### src/rtl/uart_cmd_pkg.sv
// Shared types and constants for the UART command/response sequencer.
package uart_cmd_pkg;

  typedef enum logic [3:0] {
    IDLE,
    GET_CMD,
    GET_DATA,
    GET_CHK,
    EXEC,
    TX_SYNC,
    TX_STAT,
    TX_DATA,
    TX_CHK
  } state_t;

  localparam logic [7:0] SYNC_CMD_DEF = 8'hA5;
  localparam logic [7:0] SYNC_RSP_DEF = 8'h5A;

  localparam logic [7:0] STAT_OK      = 8'h00;
  localparam logic [7:0] STAT_BADCHK  = 8'h01;
  localparam logic [7:0] STAT_BADADDR = 8'h02;

  // Frame checksum: plain XOR of the three leading bytes.
  function automatic logic [7:0] chk3(input logic [7:0] a, input logic [7:0] b,
                                      input logic [7:0] c);
    return a ^ b ^ c;
  endfunction

endpackage

### src/rtl/uart_cmd_ctrl_tx_seq.sv
// Four-byte response sender: captures the frame on start, then hands the
// bytes to the UART transmitter one at a time using its dv/done handshake.
module uart_tx_seq (
  input  logic            clk,
  input  logic            rst_n,
  input  logic            start,
  input  logic [3:0][7:0] rsp_bytes,   // element 0 goes out first
  input  logic            tx_active,
  input  logic            tx_done,
  output logic            tx_dv,
  output logic [7:0]      tx_byte,
  output logic            byte_done,
  output logic            finished
);

  logic [3:0][7:0] frame_q;
  logic [1:0]      idx_q;
  logic            running_q;
  logic            pend_q;

  // A done pulse only counts while one of our bytes is on the wire, so a
  // late done from a transfer cut short by reset is ignored.
  assign byte_done = pend_q & tx_done;
  assign finished  = byte_done & (idx_q == 2'd3);

  // Issue a byte only when the transmitter is idle and nothing is outstanding.
  always_ff @(posedge clk or negedge rst_n) begin
    if (!rst_n) begin
      tx_dv     <= 1'b0;
      tx_byte   <= 8'h00;
      idx_q     <= 2'd0;
      running_q <= 1'b0;
      pend_q    <= 1'b0;
    end else begin
      tx_dv <= 1'b0;
      if (start) begin
        running_q <= 1'b1;
        idx_q     <= 2'd0;
        pend_q    <= 1'b0;
      end else if (running_q) begin
        if (pend_q) begin
          if (tx_done) begin
            pend_q <= 1'b0;
            if (idx_q == 2'd3) running_q <= 1'b0;
            else               idx_q     <= idx_q + 2'd1;
          end
        end else if (!tx_active) begin
          tx_dv   <= 1'b1;
          tx_byte <= frame_q[idx_q];
          pend_q  <= 1'b1;
        end
      end
    end
  end

  // Response bytes are plain data captured once per frame.
  always_ff @(posedge clk) begin
    if (start) frame_q <= rsp_bytes;
  end

endmodule

### src/rtl/uart_cmd_ctrl.sv
// Command frame parser and register access sequencer sitting between the
// UART RX/TX byte interfaces and the robot register bank.
module uart_cmd_ctrl
  import uart_cmd_pkg::*;
#(
  parameter int         ADDR_W       = 4,
  parameter int         NUM_REGS     = 12,
  parameter int         TIMEOUT_CLKS = 3900,
  parameter logic [7:0] SYNC_CMD     = SYNC_CMD_DEF,
  parameter logic [7:0] SYNC_RSP     = SYNC_RSP_DEF
) (
  input  logic              i_clk,
  input  logic              i_rst_n,
  input  logic              i_rx_dv,
  input  logic [7:0]        i_rx_byte,
  output logic              o_tx_dv,
  output logic [7:0]        o_tx_byte,
  input  logic              i_tx_active,
  input  logic              i_tx_done,
  output logic              o_reg_wr,
  output logic [ADDR_W-1:0] o_reg_addr,
  output logic [7:0]        o_reg_wdata,
  input  logic [7:0]        i_reg_rdata,
  output logic              o_busy,
  output logic              o_err_pulse
);

  localparam int                TOUT_W     = $clog2(TIMEOUT_CLKS);
  localparam logic [TOUT_W-1:0] TOUT_LAST  = TOUT_W'(TIMEOUT_CLKS - 1);
  localparam logic [ADDR_W:0]   NUM_REGS_L = (ADDR_W + 1)'(NUM_REGS);

  state_t            state_q, state_d;
  logic [7:0]        cmd_q, data_q, chk_q;
  logic [TOUT_W-1:0] tout_q;
  logic [ADDR_W-1:0] addr_q;
  logic [7:0]        wdata_q;
  logic              in_get, tout_hit, chk_ok, addr_ok;
  logic [7:0]        stat, rdata;
  logic              rsp_start;
  logic [3:0][7:0]   rsp_bytes;
  logic              byte_done, finished;

  assign in_get   = (state_q == GET_CMD) || (state_q == GET_DATA) || (state_q == GET_CHK);
  // An arriving byte takes precedence over the terminal count.
  assign tout_hit = in_get && !i_rx_dv && (tout_q == TOUT_LAST);
  assign chk_ok   = (chk3(SYNC_CMD, cmd_q, data_q) == chk_q);
  assign addr_ok  = ({1'b0, cmd_q[ADDR_W-1:0]} < NUM_REGS_L);
  assign o_busy   = (state_q != IDLE);

  // The bank sees the live command during EXEC and the last one otherwise.
  assign o_reg_addr  = (state_q == EXEC) ? cmd_q[ADDR_W-1:0] : addr_q;
  assign o_reg_wdata = (state_q == EXEC) ? data_q : wdata_q;

  assign rsp_bytes = {chk3(SYNC_RSP, stat, rdata), rdata, stat, SYNC_RSP};

  // State register.
  always_ff @(posedge i_clk or negedge i_rst_n) begin
    if (!i_rst_n) state_q <= IDLE;
    else          state_q <= state_d;
  end

  // Inter-byte timeout counter, live only while collecting a frame.
  always_ff @(posedge i_clk or negedge i_rst_n) begin
    if (!i_rst_n)                          tout_q <= '0;
    else if (!in_get || i_rx_dv || tout_hit) tout_q <= '0;
    else                                   tout_q <= tout_q + 1'b1;
  end

  // Frame byte capture; pure data, so no reset.
  always_ff @(posedge i_clk) begin
    if (i_rx_dv) begin
      case (state_q)
        GET_CMD:  cmd_q  <= i_rx_byte;
        GET_DATA: data_q <= i_rx_byte;
        GET_CHK:  chk_q  <= i_rx_byte;
        default:  ;
      endcase
    end
  end

  // Hold the register bus values from the most recent EXEC.
  always_ff @(posedge i_clk or negedge i_rst_n) begin
    if (!i_rst_n) begin
      addr_q  <= '0;
      wdata_q <= 8'h00;
    end else if (state_q == EXEC) begin
      addr_q  <= cmd_q[ADDR_W-1:0];
      wdata_q <= data_q;
    end
  end

  // Next-state, register strobe, status and error decisions.
  always_comb begin
    state_d     = state_q;
    rsp_start   = 1'b0;
    o_reg_wr    = 1'b0;
    o_err_pulse = 1'b0;
    stat        = STAT_OK;
    rdata       = 8'h00;
    case (state_q)
      IDLE: if (i_rx_dv && (i_rx_byte == SYNC_CMD)) state_d = GET_CMD;
      GET_CMD: begin
        if (i_rx_dv)       state_d = GET_DATA;
        else if (tout_hit) begin state_d = IDLE; o_err_pulse = 1'b1; end
      end
      GET_DATA: begin
        if (i_rx_dv)       state_d = GET_CHK;
        else if (tout_hit) begin state_d = IDLE; o_err_pulse = 1'b1; end
      end
      GET_CHK: begin
        if (i_rx_dv)       state_d = EXEC;
        else if (tout_hit) begin state_d = IDLE; o_err_pulse = 1'b1; end
      end
      EXEC: begin
        rsp_start = 1'b1;
        state_d   = TX_SYNC;
        if (!chk_ok) begin
          stat        = STAT_BADCHK;
          o_err_pulse = 1'b1;
        end else if (!addr_ok) begin
          stat        = STAT_BADADDR;
          o_err_pulse = 1'b1;
        end else if (cmd_q[7]) begin
          o_reg_wr = 1'b1;
          rdata    = data_q;
        end else begin
          rdata = i_reg_rdata;
        end
      end
      TX_SYNC: if (byte_done) state_d = TX_STAT;
      TX_STAT: if (byte_done) state_d = TX_DATA;
      TX_DATA: if (byte_done) state_d = TX_CHK;
      TX_CHK:  if (finished)  state_d = IDLE;
      default: state_d = IDLE;
    endcase
    // The parser does not buffer: bytes arriving mid-response are lost.
    if (i_rx_dv && (state_q inside {EXEC, TX_SYNC, TX_STAT, TX_DATA, TX_CHK}))
      o_err_pulse = 1'b1;
  end

  uart_tx_seq u_tx_seq (
    .clk       (i_clk),
    .rst_n     (i_rst_n),
    .start     (rsp_start),
    .rsp_bytes (rsp_bytes),
    .tx_active (i_tx_active),
    .tx_done   (i_tx_done),
    .tx_dv     (o_tx_dv),
    .tx_byte   (o_tx_byte),
    .byte_done (byte_done),
    .finished  (finished)
  );

endmodule

### config.mk
export PLATFORM = sky130hd
export DESIGN_NAME = uart_cmd_ctrl
export DESIGN_NICKNAME = d
export VERILOG_FILES = /design/src/rtl/uart_cmd_pkg.sv /design/src/rtl/uart_cmd_ctrl_tx_seq.sv /design/src/rtl/uart_cmd_ctrl.sv
export SDC_FILE = /design/constraint.sdc
export NUM_CORES = 1
export LEC_CHECK = 0
export ABC_AREA = 1
export CAP_MARGIN = 15
export CELL_PAD_IN_SITES_DETAIL_PLACEMENT = 2
export CELL_PAD_IN_SITES_GLOBAL_PLACEMENT = 2
export CORE_UTILIZATION = 39
export DETAILED_ROUTE_END_ITERATION = 6
export DONT_BUFFER_PORTS = 1
export PLACE_DENSITY_LB_ADDON = 0.2
export SYNTH_ARGS = -nofsm -noshare
export SYNTH_HDL_FRONTEND = slang
export SYNTH_SLANG_ARGS = --single-unit
### constraint.sdc
create_clock -name i_clk -period 2.5 [get_ports i_clk]
set_input_delay 0.5 -clock i_clk [delete_from_list [all_inputs] [get_ports i_clk]]
set_output_delay 0.5 -clock i_clk [all_outputs]
set_load 0.01 [all_outputs]
======== After elaboration in Yosys (flattened, before gate mapping) ========
Index checks and enable logic that the tools add are counted.
W data, S select, Z words.
cells by class
  order comparisons ....................... 2
  muxes and demuxes ....................... 51
  equal/unequal tests ..................... 18
  bitwise gates (word level) .............. 9
  reduce and logical (&&, ||, !) cells .... 23
  $add $sub $neg .......................... 2
operators by type and width
  kind                     number
  $mux W8                  6
  $mux W4                  10
  $pmux W4 S9              1
  $mux W1                  23
  $bmux W8 S2              1
  $eq A4 B3 Y1 const B     4
  $mux W2                  8
  $xor A8 B8 Y8            2
  $add A12 B1 Y12 const B  1
  $eq A12 B12 Y1 const B   1
  $mux W12                 1
  $eq A4 B2 Y1 const B     2
  $eq A8 B8 Y1             1
  $eq A8 B8 Y1 const B     1
  $not A4 Y4               2
  $reduce_and A4 Y1        2
  $ne A2 B1 Y1 const B     3
  $ne A2 B2 Y1 const B     3
  $reduce_and A2 Y1        3
  $reduce_bool A2 Y1       3
  $reduce_and A5 Y1        1
  $reduce_bool A5 Y1       1
  $eq A4 B1 Y1 const B     1
  $eq A4 B4 Y1 const B     1
  13 further kinds         23
word-level totals
  register bits after elaboration ......... 89
  word-level logic and storage cells ...... 120
  input bits .............................. 21
  output and inout port bits .............. 24

======== Depth between registers and ports, before layout ========
Gate-level depths: netlist of run 1.
  word-level depth ........................ 9
  mapped depth ............................ 11
  depth with buffers taken out ............ 10

======== By module ========
From an unflattened synthesis of run 1, not the netlist that was laid out.
unflattened totals
  cell total of the unflattened synthesis .. 539
  area, all modules ....................... 4725.8 um^2
modules (own cells, without submodules)
  module         seq. area each (um^2)  cells each  instances  area each (um^2)
  uart_cmd_ctrl  1421.4                 349         1          2782.7
  uart_tx_seq    1286.2                 190         1          1943.1

======== Worst setup path after synthesis of run 1 ========
Ideal clock, no wire load.
  path kind ............................... register -> output
  start ................................... register state_q[0]
  end ..................................... output port o_reg_addr[0]
  buffers on the path ..................... 1
  arrival time ............................ 1667 ps
  stages on the path, launching flop included .. 7
  setup slack ............................. 333 ps
  required time ........................... 2000 ps
  cells stage by stage .................... dfrtp_1 nor2_2 inv_2 nor2_4 inv_2 clkbuf_1 o21ai_0
between the ends
  longest elaborated chain between the ends .. 2
RTL lines
  what                    RTL line             RTL
  from (decl)             uart_cmd_ctrl.sv:32  state_t state_q, state_d;
  from (signal assigned)  uart_cmd_ctrl.sv:59  else state_q <= state_d;
  $eq A4 B3 Y1            uart_cmd_ctrl.sv:51  assign o_reg_addr = (state_q == EXEC) ? cmd_q[ADDR_W-1:0] : addr_q;
  $mux W4                 -
  to (decl)               uart_cmd_ctrl.sv:21  output logic [ADDR_W-1:0] o_reg_addr,
No other way between the ends.

======== Worst setup path after layout of run 1 ========
  start ................................... register state_q[0]
  end ..................................... output port o_reg_wr
between the ends
  longest elaborated chain between the ends .. 2
RTL lines
  what          RTL line              RTL
  $eq A4 B3 Y1  uart_cmd_ctrl.sv:100  case (state_q)
  $mux W1       uart_cmd_ctrl.sv:100
  to (decl)     uart_cmd_ctrl.sv:20   output logic o_reg_wr,
No other way between the ends.

==> results.txt, run 1 <==
clk buf depth -> 2
# H-tree levels -> 3
clock sink count -> 80
post-synthesis sequential area ratio -> 0.586
Setup Total Neg Slack -> 0 ns
Non-Filler Instances -> 571
PnR worst setup slack -> 0.139 ns
Slew @ Worst Pin -> 0.548 ns
antenna fix cells -> 0
cell area after layout -> 0.00428 sq mm
final hold violation count -> 0
largest cells by area after synthesis -> edfxtp_1 (31%), dfrtp_1 (27%), nand2_1 (12%)
nets@finish -> 460
Final Wtd Congestion -> 0.793
Antenna Violating Nets Remaining -> 0
Max-Cap Viols -> 0
Chip Width -> 100 microns
Layout area overhead -> 14.0%
Static Leak -> 0.00201 uW
Yosys top cell by area -> edfxtp_1
Setup crit end kind -> output port
Critical Path AT -> 1.86 ns
period utilization -> 0.944
WL/cell -> 17.2 microns
I/O pin total -> 45
placed inst area -> 0.00391 sq mm
Hold Path Sink -> cmd_q[5]
vias in the first global route -> 3141
Crit Path Max Fanout -> 31
CTS buffer count -> 9
largest net degree at the start of global routing -> 42
Synth top area share -> 0.312
share of cells above drive strength 1 -> 0.133
min-delay worst type -> in -> reg
initial antenna violation count -> 0
r2r worst-path depth -> 7
Async S/R FF share, synth -> 0.513
via count -> 2840
Hold Path Stages -> 0
Max Clk Rate -> 424 MHz
row cnt -> 35
run status -> finished clean
hpwl dp -> 6940 microns
Vias/cell -> 4.97
FF-to-FF setup slack -> 0.63 ns
worst r2r src -> state_q[3]
Port Buffer Count -> 0
flops & latches, synth -> 80
first-pass GRT wire length -> 15800 microns
CTS root buffer -> clkbuf_8
Die Area -> 0.0100 sq mm
Setup-failing EPs final -> 0
most frequent cell after synthesis -> nand2_1
DRT Wirelength -> 9830 microns
pre-CTS setup slack -> 0.261 ns
Critical Path RT -> 2.00 ns
max-slew violation count -> 0
Mapped Nets -> 437
FF/Latch Area -> 0.00220 sq mm
DRT Pass-1 Iters -> 4
area of the multi-input gates -> 0.00127 sq mm
fillers -> 1020
Crit Path Category -> reg -> out
top_reg_cell synth -> dfrtp_1
Layout Skew -> 0.0114 ns
min-delay src -> i_rx_byte[5]
pwr/cell area -> 985 mW/mm^2
fin util -> 0.461
DRT iter0 DRCs -> 49
clock slew seen by the registers of the worst setup and hold paths -> 0.09 ns
die height -> 100 microns
core area -> 0.00928 sq mm
Tmin final -> 2.36 ns
CTS tree -> done
number of remaining DRC errors -> 0
cell count after synthesis -> 414
Netlist cell types -> 37
crit path launch type -> register
Total GRT Usage -> 0.211
mapped cell area -> 0.00375 sq mm
syn_area_per_cell -> 9.06 sq um
number of synthesized flops with an enable pin -> 39
Worst R2R End -> u_tx_seq.tx_byte[0]
worst vdd ir -> 0.000357 V
headroom to the max-slew limit -> 0.633
initial core utilization -> 0.404
Post-Place Cells -> 542
GRT Residual Overflow -> 0
worst-skew pair later-pin latency -> 0.37 ns
Yosys warning count -> 0
ranking of synthesized cells by instance count -> nand2_1 (122), inv_1 (62), dfrtp_1 (41)
-- placed cells by master (no fill, tap or decap), types with 2 or more instances in the layout --
cell type    n
nor2_1      29
inv_6        4
nand3_2      3
nor2_4       3
a21oi_1      7
ha_1         2
o211ai_1     5
nand3_1     23
nor3b_1      4
nor3_1       9
dfrtp_1     40
buf_4       18
nor2_2       6
inv_4        2
nor4_1       2
o21ai_0     25
nand2_2      4
inv_1       62
nand2_1    120
bufinv_16    2
nand4_1      3
clkbuf_8     9
o21ai_1      2
mux2i_1      2
edfxtp_1    39
-- logic make-up after synthesis --
family | count (synthesis) | share of synthesized area
compound gates | 44 | 0.0657
flops | 80 | 0.586
mux | 2 | 0.00534
xor+xnor | 1 | 0.00233
simple gates | 212 | 0.254
buf+inv | 73 | 0.0804
fa+ha+maj | 2 | 0.00667
-- sequential cells by signal (all words and copies together), names as in the netlist --
name	count
addr_q	4
tout_q	12
data_q	8
u_tx_seq.running_q	1
state_q	4
u_tx_seq.frame_q	15
wdata_q	8
u_tx_seq.tx_byte	8
u_tx_seq.tx_dv	1
u_tx_seq.idx_q	2
chk_q	8
cmd_q	8
u_tx_seq.pend_q	1
-- stage by stage --
step	power [uW]	hold slack (ns)
global placement	2980	0.206
floorplan	2720	0.204
global route	4490	0.199
detailed placement	3070	0.206
CTS	4210	0.212
finish	4220	0.223
-- where the power goes --
part / switching (uW) / internal (uW)
Clock: 534 / 575
Sequential: 247 / 1700
Combinational: 790 / 365
Total: 1570 / 2640
-- what timing repair did --
item | 4_1_cts | 5_1_grt
resized for setup | 2 | 9
hold endpoints to repair | 41 | 0
setup buffers | 2 | 9
pin swaps | 0 | 1
hold buffers | 2 | 0
setup endpoints to repair | 4 | 12
-- per-layer routing --
layer,global-route usage,vias to the layer above,wire length [microns]
li1,-,1378,-
met1,0.264,1417,4430
met2,0.371,37,5070
met3,0.0418,8,235
met4,0.0602,0,94
met5,0,-,0
-- cell type report --
type / instances / area share
flip-flops and latches: 80 / 0.514
multi-input cells: 261 / 0.298
inverters: 65 / 0.0582
repair buffers: 20 / 0.0404
well taps: 129 / 0.0377
clock buffers: 9 / 0.0289
clock inverters: 7 / 0.0234
-- worst max-delay path, stage by stage, from the launching register on --
cell     delay [ns]
dfrtp_2        0.47
nor2_4         0.17
inv_2          0.08
nor2_4         0.14
inv_4          0.14
nor2_4         0.21
nand2_4        0.10
nor2_2         0.16
-- worst max path at each step --
stage	from	to	slack, ns	cells past startpoint
2_1_floorplan	state_q[0]	o_reg_addr[0]	0.33	6
3_5_place_dp	cmd_q[7]	o_err_pulse	0.26	9
5_1_grt	data_q[5]	o_err_pulse	-0.006	9
3_3_place_gp	cmd_q[7]	o_err_pulse	0.36	10
4_1_cts	cmd_q[2]	o_reg_wr	0.03	10
6_report	state_q[0]	o_reg_wr	0.14	7
No activity file was read; power rests on OpenSTA's default activity.
==> run 2: changes to the inputs <==
--- a/config.mk
+++ b/config.mk
@@ -6,7 +6,6 @@
 export NUM_CORES = 1
 export LEC_CHECK = 0
 export ABC_AREA = 1
-export CAP_MARGIN = 15
 export CELL_PAD_IN_SITES_DETAIL_PLACEMENT = 2
 export CELL_PAD_IN_SITES_GLOBAL_PLACEMENT = 2
 export CORE_UTILIZATION = 39
==> results of run 2 <==
Same layout as run 1: the final DEF is identical, and so are final timing and power.
==> run 3: changes to the inputs <==
--- a/config.mk
+++ b/config.mk
@@ -6,9 +6,8 @@
 export NUM_CORES = 1
 export LEC_CHECK = 0
 export ABC_AREA = 1
-export CELL_PAD_IN_SITES_DETAIL_PLACEMENT = 2
-export CELL_PAD_IN_SITES_GLOBAL_PLACEMENT = 2
-export CORE_UTILIZATION = 39
+export CORE_MARGIN = 4
+export CORE_UTILIZATION = 63
 export DETAILED_ROUTE_END_ITERATION = 6
 export DONT_BUFFER_PORTS = 1
 export PLACE_DENSITY_LB_ADDON = 0.2
==> run 3 against run 2 <==
Effect of this change: worst setup slack worse by 0.0013 ns; total power is 6.8% lower; design area is 4.3% lower; flip-flop and latch count stayed put; worst hold slack better by 0.023 ns; critical path depth is 2 higher; sequential share of layout area is 2.3 points higher; core utilization is 26 points higher; clock-buffer cell count is 2 higher; largest power group unchanged; highest routed layer unchanged.
==> results.txt, run 3 (synthesis results as in run 1) <==
DRT Pass-1 Iters -> 4 (unchanged)
Crit-path slowest cell -> edfxtp_1 (was dfrtp_2)
Port Buffer Count -> 0 (unchanged)
Final Wtd Congestion -> 0.849 (was 0.793)
number of remaining DRC errors -> 0 (unchanged)
CTS buffer count -> 9 (unchanged)
headroom to the max-slew limit -> 0.639 (was 0.633)
Layout area overhead -> 9.14% (was 14.0%)
RSZ-0062 raised after global routing -> no
antenna fix cells -> 0 (unchanged)
largest registers -> u_tx_seq.frame_q (15), tout_q (12) (unchanged)
DRT Wirelength -> 7230 microns (was 9830 microns)
Layout Skew -> 0.0121 ns (was 0.0114 ns)
I/O pin total -> 45 (unchanged)
Critical Path RT -> 2.00 ns (about the same)
GRT Residual Overflow -> 0 (unchanged)
Crit Path Category -> reg -> out (unchanged)
clock slew seen by the registers of the worst setup and hold paths -> 0.08 ns (was 0.09 ns)
# H-tree levels -> 3 (unchanged)
largest net degree at the start of global routing -> 42 (unchanged)
share of cells above drive strength 1 -> 0.101 (was 0.133)
final hold violation count -> 0 (unchanged)
via count -> 2696 (was 2840)
first-pass GRT wire length -> 12000 microns (was 15800 microns)
most common cell type on the critical path -> nand2_2 (was nor2_4)
nets@finish -> 452 (was 460)
worst-skew pair later-pin latency -> 0.35 ns (was 0.37 ns)
Static Leak -> 0.00195 uW (was 0.00201 uW)
clock sink count -> 80 (unchanged)
Non-Filler Instances -> 506 (was 571)
DRT iter0 DRCs -> 208 (was 49)
Setup crit end kind -> output port (unchanged)
Slew @ Worst Pin -> 0.536 ns (was 0.548 ns)
fin util -> 0.726 (was 0.461)
Antenna Violating Nets Remaining -> 0 (unchanged)
worst vdd ir -> 0.000600 V (was 0.000357 V)
Setup-failing EPs final -> 0 (unchanged)
CP bufs+invs -> 2 (unchanged)
Chip Width -> 85.2 microns (was 100 microns)
Tmin final -> 2.36 ns (about the same)
largest reg by FF count -> u_tx_seq.frame_q (unchanged)
Top delay family on crit path -> simple AND/OR/NAND/NOR gates (unchanged)
Max Clk Rate -> 423 MHz (was 424 MHz)
Critical Path AT -> 1.86 ns (about the same)
WL/cell -> 14.3 microns (was 17.2 microns)
CP max stage delay -> 0.51 ns (was 0.47 ns)
Post-Place Cells -> 483 (was 542)
pwr/cell area -> 959 mW/mm^2 (was 985 mW/mm^2)
period utilization -> 0.945 (was 0.944)
Vias/cell -> 5.33 (was 4.97)
fillers -> 394 (was 1020)
max-slew violation count -> 0 (unchanged)
hpwl dp -> 5140 microns (was 6940 microns)
Total GRT Usage -> 0.215 (was 0.211)
core area -> 0.00564 sq mm (was 0.00928 sq mm)
most common cell after layout, fill and taps aside -> nand2_1 (unchanged)
Die Area -> 0.00725 sq mm (was 0.0100 sq mm)
Cell Chain, Critical Path -> inv_4, nand2_2, nand3_1, nand2_1, nor2_1, nand2_2, nor2_8, o21ai_0, buf_4 (was nor2_4, inv_2, nor2_4, inv_4, nor2_4, nand2_4, nor2_2)
max reg flops -> 15 (unchanged)
row cnt -> 27 (was 35)
crit path launch type -> register (unchanged)
CTS tree -> done (unchanged)
CTS root buffer -> clkbuf_8 (unchanged)
initial core utilization -> 0.665 (was 0.404)
min-delay worst type -> in -> reg (unchanged)
clk buf depth -> 2 (unchanged)
Setup Total Neg Slack -> 0 ns (unchanged)
Max-Cap Viols -> 0 (unchanged)
commonest non-fill, non-tap cells in the layout -> nand2_1 (122), inv_1 (62), dfrtp_1 (41) (was nand2_1 (120), inv_1 (62), dfrtp_1 (40))
initial antenna violation count -> 0 (unchanged)
run status -> finished clean (unchanged)
die height -> 85.2 microns (was 100 microns)
vias in the first global route -> 2628 (was 3141)
Crit Path Max Fanout -> 8 (was 31)
[run 3: repair_timing]
item,4_1_cts,5_1_grt
gates cloned,0,0
hold endpoints to repair,41,0
gates resized for setup,0,3
buffers inserted,2,3
setup endpoints to repair,2,14
pin swaps,0,1
hold buffers,2,0
[run 3: final cells by class]
class,instances,area [sq um],area share
Sequential cell,80,2200,0.537
Tap cell,72,90.1,0.0220
Multi-Input combinational cell,261,1260,0.307
Timing Repair Buffer,12,105,0.0257
Clock inverter,5,56.3,0.0137
Inverter,65,249,0.0608
Clock buffer,11,141,0.0345
[run 3: metal layers]
metal	vias up	part of all wire	global-route usage
met5	-	0	0
met4	0	0.021	0.0993
met3	14	0.048	0.0495
met2	70	0.50	0.358
met1	1246	0.43	0.266
li1	1366	-	-
[run 3: report_power, final]
part	switching (uW)	internal (uW)	leakage, uW	total (uW)
sequential	237	1700	0.000886	1940
combinational	723	324	0.000968	1050
clock	453	487	0.0000993	940
total	1410	2510	0.00195	3930
[run 3: final timing paths]
kind / startpoint / end / slack [ns] / depth (start not counted)
min reg2reg: tout_q[0] / tout_q[0] / 0.47 / 1
max reg2reg: state_q[3] / u_tx_seq.tx_byte[0] / 0.71 / 7
min in group asynchronous: i_rst_n / u_tx_seq.tx_byte[4] / 0.61 / 2
max: cmd_q[7] / o_err_pulse / 0.14 / 9
min: i_rx_byte[5] / data_q[5] / 0.25 / 0
max in group asynchronous: i_rst_n / addr_q[0] / 1.68 / 2
[run 3: through the flow]
stage / instance area (sq um) / setup WS (ns) / total power [uW] / hold WS, ns
after floorplan: 3750 / 0.333 / 2720 / 0.204
after global placement: 3820 / 0.431 / 2920 / 0.205
after detailed placement: 3820 / 0.370 / 2970 / 0.206
after CTS: 4070 / 0.0274 / 3940 / 0.226
after global routing: 4100 / 0.00923 / 4200 / 0.217
final: 4100 / 0.138 / 3930 / 0.245
==> edit 1, RTL diff (flow settings as in run 1) <==
The parameter `TIMEOUT_CLKS` goes from 3900 to 7800.
--- a/src/rtl/uart_cmd_ctrl.sv
+++ b/src/rtl/uart_cmd_ctrl.sv
@@ -6,5 +6,5 @@
   parameter int         ADDR_W       = 4,
   parameter int         NUM_REGS     = 12,
-  parameter int         TIMEOUT_CLKS = 3900,
+  parameter int         TIMEOUT_CLKS = 7800,
   parameter logic [7:0] SYNC_CMD     = SYNC_CMD_DEF,
   parameter logic [7:0] SYNC_RSP     = SYNC_RSP_DEF
Check against the original RTL: no difference found for any inputs over 10 cycles, from zero or initial values and one cycle with i_rst_n low; that may be too few to reach the edited logic, so the function may still have changed.
==> edit 1 against run 1 <==
  * Wire length up 7.1%
  * Count of clock-buffer cells in the layout up 1
  * Clock power down 7%
  * Sequential cell count up 1
  * Power down 0.13%
  * Die area up 4.6%
  * Combinational power up 3%
  * Synthesized area up 4.7%
  * Design area up 2.6%
  * Setup slack worse by 39 ps
  * Final cell count up 4.2%
  * Hold slack better by 16 ps
  * Fmax down 1.6%
  * Via count up 5.9%
==> edit 1: results (changes against run 1) <==
status complete, no violations; hold slack final 239 ps (+16.2 ps); dpl cells 572 (+5.5%); Worst EP arrival 1900 ps (+40 ps); first-pass GRT wire length 16800 µm (+6.5%); Synth Area in Adders 0.637% (-0.030 points); clk slew on worst S/H paths 80 ps; FFs w/ async S/R, synth 51.9% (+0.60 points); maximum vdd ir drop 0.423 mV (+18%); Critical path origin data_q[3]$_DFFE_PP_; most common library cells after synthesis nand2_1, inv_1, dfrtp_1; Reg power frac 47.0% (+0.7 points); post-cts sizing count 0 (-2); biggest regs u_tx_seq.frame_q x15, tout_q x13; Slew @ Worst Pin 464 ps (-83.7 ps); drt wl/cell 17.7 µm (+2.8%); Net Switching 1560 µW (-0.45%); XOR/XNOR Fraction of Synth Area 0.223% (-0.010 points); Leak 0.00205 µW (+1.6%); mux cell area share after synthesis 0.510% (-0.024 points); flop-to-flop setup slack 800 ps (+170 ps); synth top area cells edfxtp_1, dfrtp_1, nand2_1, inv_1, nand3_1; layout cells sized above 1 13.4% (+0.071 points); CTS Hold Buffers Added 2 (unchanged); critical path fanouts, max 6 (-81%); Hold EP chk_q[5]$_DFFE_PP_; Layout Nets 480 (+4.3%); non-filler instance count after layout 595 (+4.2%); register area share after synthesis 56.6% (-2.0 points); Crit-path slowest cell edfxtp_1; H-tree levels 3 (unchanged); Clock Latency Late Sink 350 ps (-20 ps); Setup Buffers After CTS 1 (-1); vias in the first global route 3242 (+3.2%); number of library cell types mapped by synthesis 41 (+11%); comb pwr 1200 µW (+3%); drt pass-1 iters 4 (unchanged); Synth Area per Inst 8.91 µm² (-1.7%); Synth Area in Compound Gates 7.71% (+1.1 points); Global Route Usage Sum 22.1% (+1.0 points); gpl congestion 0.842 (+6.3%); Mapped Nets 464 (+6.2%); Setup Skew 8.37 ps (-3.07 ps); Final HPWL DP 7960 µm (+15%); vias post-DR 3007 (+5.9%); DRT iter0 DRCs 84 (+71%); largest net degree at the start of global routing 43 (+2.4%); R2R depth 8 (+1); Worst path max stage delay 430 ps (-40 ps); worst reg2reg endpoint u_tx_seq.frame_q[30]$_DFFE_PP_
edit 1: through the flow:
step	util (%)	TNS [ps]	total power [µW]	worst slack, ps	cell area (µm²)
after floorplan	-	0	2820	476	3930
after global placement	41.8	0	3100	472	4090
after detailed placement	41.8	0	3180	415	4090
after CTS	44.4	0	4250	17.0	4340
after global routing	44.9	-55.4	4520	-35.4	4390
final	44.9	0	4210	100	4390
edit 1: metal layers:
metal / global-route usage (%) / part of all wire (%)
met1: 27.5 / 44
met2: 38.7 / 52
met3: 5.06 / 3.6
met4: 5.60 / 0.70
met5: 0 / 0
edit 1: area by class of cell:
class,count,area (µm²)
Clock inverter,6,82.6
Tap cell,133,166
Clock buffer,10,128
Timing Repair Buffer,12,113
Sequential cell,81,2220
Multi-Input combinational cell,286,1420
Fill cell,1111,5380
Inverter,67,262
edit 1: worst max-delay path, delay by kind of cell (launching register included):
family | cells | cell delay, ps
flops | 1 | 430
buf+inv | 1 | 130
simple gates | 8 | 1000
==> edit 2, RTL diff (config.mk and constraints of run 1) <==
Without the edit above. Register the inputs `i_rx_dv`, `i_rx_byte`, `i_tx_active`, `i_tx_done` and `i_reg_rdata` before use. The logic sees them one clock later.
--- a/src/rtl/uart_cmd_ctrl.sv
+++ b/src/rtl/uart_cmd_ctrl.sv
@@ -30,4 +30,18 @@
   localparam logic [ADDR_W:0]   NUM_REGS_L = (ADDR_W + 1)'(NUM_REGS);
 
+  logic i_rx_dv_q;
+  logic [7:0] i_rx_byte_q;
+  logic i_tx_active_q;
+  logic i_tx_done_q;
+  logic [7:0] i_reg_rdata_q;
+
+  always_ff @(posedge i_clk) begin
+    i_rx_dv_q     <= i_rx_dv;
+    i_rx_byte_q   <= i_rx_byte;
+    i_tx_active_q <= i_tx_active;
+    i_tx_done_q   <= i_tx_done;
+    i_reg_rdata_q <= i_reg_rdata;
+  end
+
   state_t            state_q, state_d;
   logic [7:0]        cmd_q, data_q, chk_q;
@@ -43,5 +57,5 @@
   assign in_get   = (state_q == GET_CMD) || (state_q == GET_DATA) || (state_q == GET_CHK);
   // An arriving byte takes precedence over the terminal count.
-  assign tout_hit = in_get && !i_rx_dv && (tout_q == TOUT_LAST);
+  assign tout_hit = in_get && !i_rx_dv_q && (tout_q == TOUT_LAST);
   assign chk_ok   = (chk3(SYNC_CMD, cmd_q, data_q) == chk_q);
   assign addr_ok  = ({1'b0, cmd_q[ADDR_W-1:0]} < NUM_REGS_L);
@@ -63,5 +77,5 @@
   always_ff @(posedge i_clk or negedge i_rst_n) begin
     if (!i_rst_n)                          tout_q <= '0;
-    else if (!in_get || i_rx_dv || tout_hit) tout_q <= '0;
+    else if (!in_get || i_rx_dv_q || tout_hit) tout_q <= '0;
     else                                   tout_q <= tout_q + 1'b1;
   end
@@ -69,9 +83,9 @@
   // Frame byte capture; pure data, so no reset.
   always_ff @(posedge i_clk) begin
-    if (i_rx_dv) begin
+    if (i_rx_dv_q) begin
       case (state_q)
-        GET_CMD:  cmd_q  <= i_rx_byte;
-        GET_DATA: data_q <= i_rx_byte;
-        GET_CHK:  chk_q  <= i_rx_byte;
+        GET_CMD:  cmd_q  <= i_rx_byte_q;
+        GET_DATA: data_q <= i_rx_byte_q;
+        GET_CHK:  chk_q  <= i_rx_byte_q;
         default:  ;
       endcase
@@ -99,15 +113,15 @@
     rdata       = 8'h00;
     case (state_q)
-      IDLE: if (i_rx_dv && (i_rx_byte == SYNC_CMD)) state_d = GET_CMD;
+      IDLE: if (i_rx_dv_q && (i_rx_byte_q == SYNC_CMD)) state_d = GET_CMD;
       GET_CMD: begin
-        if (i_rx_dv)       state_d = GET_DATA;
+        if (i_rx_dv_q)       state_d = GET_DATA;
         else if (tout_hit) begin state_d = IDLE; o_err_pulse = 1'b1; end
       end
       GET_DATA: begin
-        if (i_rx_dv)       state_d = GET_CHK;
+        if (i_rx_dv_q)       state_d = GET_CHK;
         else if (tout_hit) begin state_d = IDLE; o_err_pulse = 1'b1; end
       end
       GET_CHK: begin
-        if (i_rx_dv)       state_d = EXEC;
+        if (i_rx_dv_q)       state_d = EXEC;
         else if (tout_hit) begin state_d = IDLE; o_err_pulse = 1'b1; end
       end
@@ -125,5 +139,5 @@
           rdata    = data_q;
         end else begin
-          rdata = i_reg_rdata;
+          rdata = i_reg_rdata_q;
         end
       end
@@ -135,5 +149,5 @@
     endcase
     // The parser does not buffer: bytes arriving mid-response are lost.
-    if (i_rx_dv && (state_q inside {EXEC, TX_SYNC, TX_STAT, TX_DATA, TX_CHK}))
+    if (i_rx_dv_q && (state_q inside {EXEC, TX_SYNC, TX_STAT, TX_DATA, TX_CHK}))
       o_err_pulse = 1'b1;
   end
@@ -144,6 +158,6 @@
     .start     (rsp_start),
     .rsp_bytes (rsp_bytes),
-    .tx_active (i_tx_active),
-    .tx_done   (i_tx_done),
+    .tx_active (i_tx_active_q),
+    .tx_done   (i_tx_done_q),
     .tx_dv     (o_tx_dv),
     .tx_byte   (o_tx_byte),
Check against the original RTL: not equivalent (a bounded check fails within 4 cycles, from zero or initial values and one cycle with i_rst_n low).
==> edit 2 against run 1 <==
  * Non-clock buffer count down 8
  * Sequential cell count up 19
  * Global-route usage down 1.2 points
  * Wire length up 0.48%
  * Power up 12%
  * Setup slack worse by 34 ps
  * Design area up 7.6%
  * First-iteration DRC count up 47%
  * Final cell count up 3.0%
  * Utilization down 1.5 points
  * Synthesized area up 10%
  * Fmax down 1.4%
  * Critical endpoint is now o_reg_wdata[0]
==> edit 2: results (changes against run 1) <==
status complete, no violations; worst slack, placed 246 ps (-14.9 ps); Post-Route WL 9880 µm (+0.48%); Global Route Usage Sum 19.9% (-1.2 points); Layout Nets 470 (+2.2%); Slew @ Worst Pin 651 ps (+102 ps); Hold Vio Cnt, Final 0 (unchanged); synth top area cells edfxtp_1, dfrtp_1, nand2_1, dfxtp_1, inv_1; clk slew on worst S/H paths 100 ps; initial antenna violation count 0 (unchanged); Setup Skew 13.5 ps (+2.07 ps); layout cells sized above 1 11.9% (-1.4 points); most common library cells after synthesis nand2_1, inv_1, dfrtp_1; dpl cells 567 (+4.6%); Ys Warns 0 (unchanged); flop-to-flop setup slack 380 ps (-250 ps); Final HPWL DP 7250 µm (+4.5%); Fillers 1132 (+11%); PortBufs 0 (unchanged); number of inserted diodes 0 (unchanged); Root Buffer Master clkbuf_8; largest net degree at the start of global routing 42 (unchanged); Clock Path Buffers 2 (unchanged); vias in the first global route 3279 (+4.4%); Leak 0.00212 µW (+5.2%); total global routing overflow 0 (unchanged); vias post-DR 2876 (+1.3%); H-tree levels 3 (unchanged); drt pass-1 iters 4 (unchanged); vias per inst 4.89 (-1.7%); Worst EP arrival 1900 ps (+40 ps); Hold Crit Class primary input to register; maximum vdd ir drop 0.512 mV (+43%); DRT iter0 DRCs 72 (+47%); clock buffer count from CTS 9 (unchanged); biggest regs u_tx_seq.frame_q x15, tout_q x12; FFs w/ async S/R, synth 41.4% (-9.8 points); Most flops, register u_tx_seq.frame_q; number of library cell types mapped by synthesis 38 (+2.7%); register area share after synthesis 62.3% (+3.7 points); Mapped Nets 454 (+3.9%); number of synthesized flops with an enable pin 39 (unchanged); ys flop type dfrtp_1; highest clock rate 418 MHz (-1.4%); critical path fanouts, max 15 (-52%); Clock Latency Late Sink 370 ps (about the same); first-pass GRT wire length 16800 µm (+6.3%); cells after synthesis 431 (+4.1%); gpl congestion 0.752 (-5.1%); Slew Limit Fails 0 (unchanged)
edit 2: cell count changes after synthesis, sizes merged, moves of 2 or more:
cell / before / now
a211oi: 0 / 2
dfxtp: 0 / 19
nand2: 125 / 121
nand4: 3 / 1
nor2: 39 / 44
nor3b: 4 / 1
o21ai: 27 / 30
xor2: 0 / 2
edit 2: final timing paths:
check / cells after the start / start / endpoint
setup / recovery: 6 / state_q[3]$_DFFE_PN0P_ / o_reg_wdata[0]
hold / removal: 0 / i_tx_active / i_tx_active_q$_DFF_P_
setup reg to reg: 7 / state_q[3]$_DFFE_PN0P_ / u_tx_seq.tx_byte[0]$_DFFE_PN0P_
hold reg to reg: 0 / i_rx_byte_q[5]$_DFF_P_ / chk_q[5]$_DFFE_PP_
max in group asynchronous: 2 / i_rst_n / addr_q[2]$_DFF_PN0_
min in group asynchronous: 2 / i_rst_n / tout_q[6]$_DFF_PN0_
edit 2: kinds of logic after synthesis:
family / count (synthesis) / share of synthesized area (%)
AO/OA/AOI/OAI: 49 / 6.89
XOR/XNOR: 2 / 0.423
adder cells (fa/ha/maj): 2 / 0.605
buffers and inverters: 71 / 7.32
flip-flops: 99 / 62.3
multiplexers: 2 / 0.484
AND/OR/NAND/NOR: 206 / 22.0
edit 2: area by class of cell:
type,count,share of cell area (%)
tap,136,3.69
clock inverter,5,1.30
inverter,64,5.27
sequential,99,56.0
timing repair buffer,12,2.44
clock buffer,11,3.31
multi-input combinational,261,28.0
edit 2: through the flow:
stage / hold slack (ps) / total power [µW] / cell area (µm²)
detailed placement: 206 / 3590 / 4300
CTS: 117 / 4760 / 4570
floorplan: 204 / 3230 / 4140
finish: 141 / 4710 / 4610
global placement: 206 / 3500 / 4300
global route: 115 / 5040 / 4610
edit 2: critical path, cell delays in order, from the launching register on:
cell     delay, ps
dfrtp_1        460
inv_1           90
nand2_1        200
nor2_8         190
inv_2           90
buf_4          210
o21ai_1        280
edit 2: per-layer routing:
metal,GRT usage (%),part of all wire [%],wire [µm]
met1,24.5,44,4320
met3,4.80,3.2,320
met4,5.73,0.84,83
met2,34.6,52,5160
met5,0,0,0
edit 2: repair_timing:
item	CTS	global route
endpoints found under the hold margin	41	0
resized for setup	10	7
setup endpoints to repair	9	8
buffers inserted	1	2
hold buffers	2	0
edit 2: power breakdown:
group,total (µW),internal (µW),switching [µW]
logic,1280,398,881
clock network,1090,526,565
registers,2340,2060,278
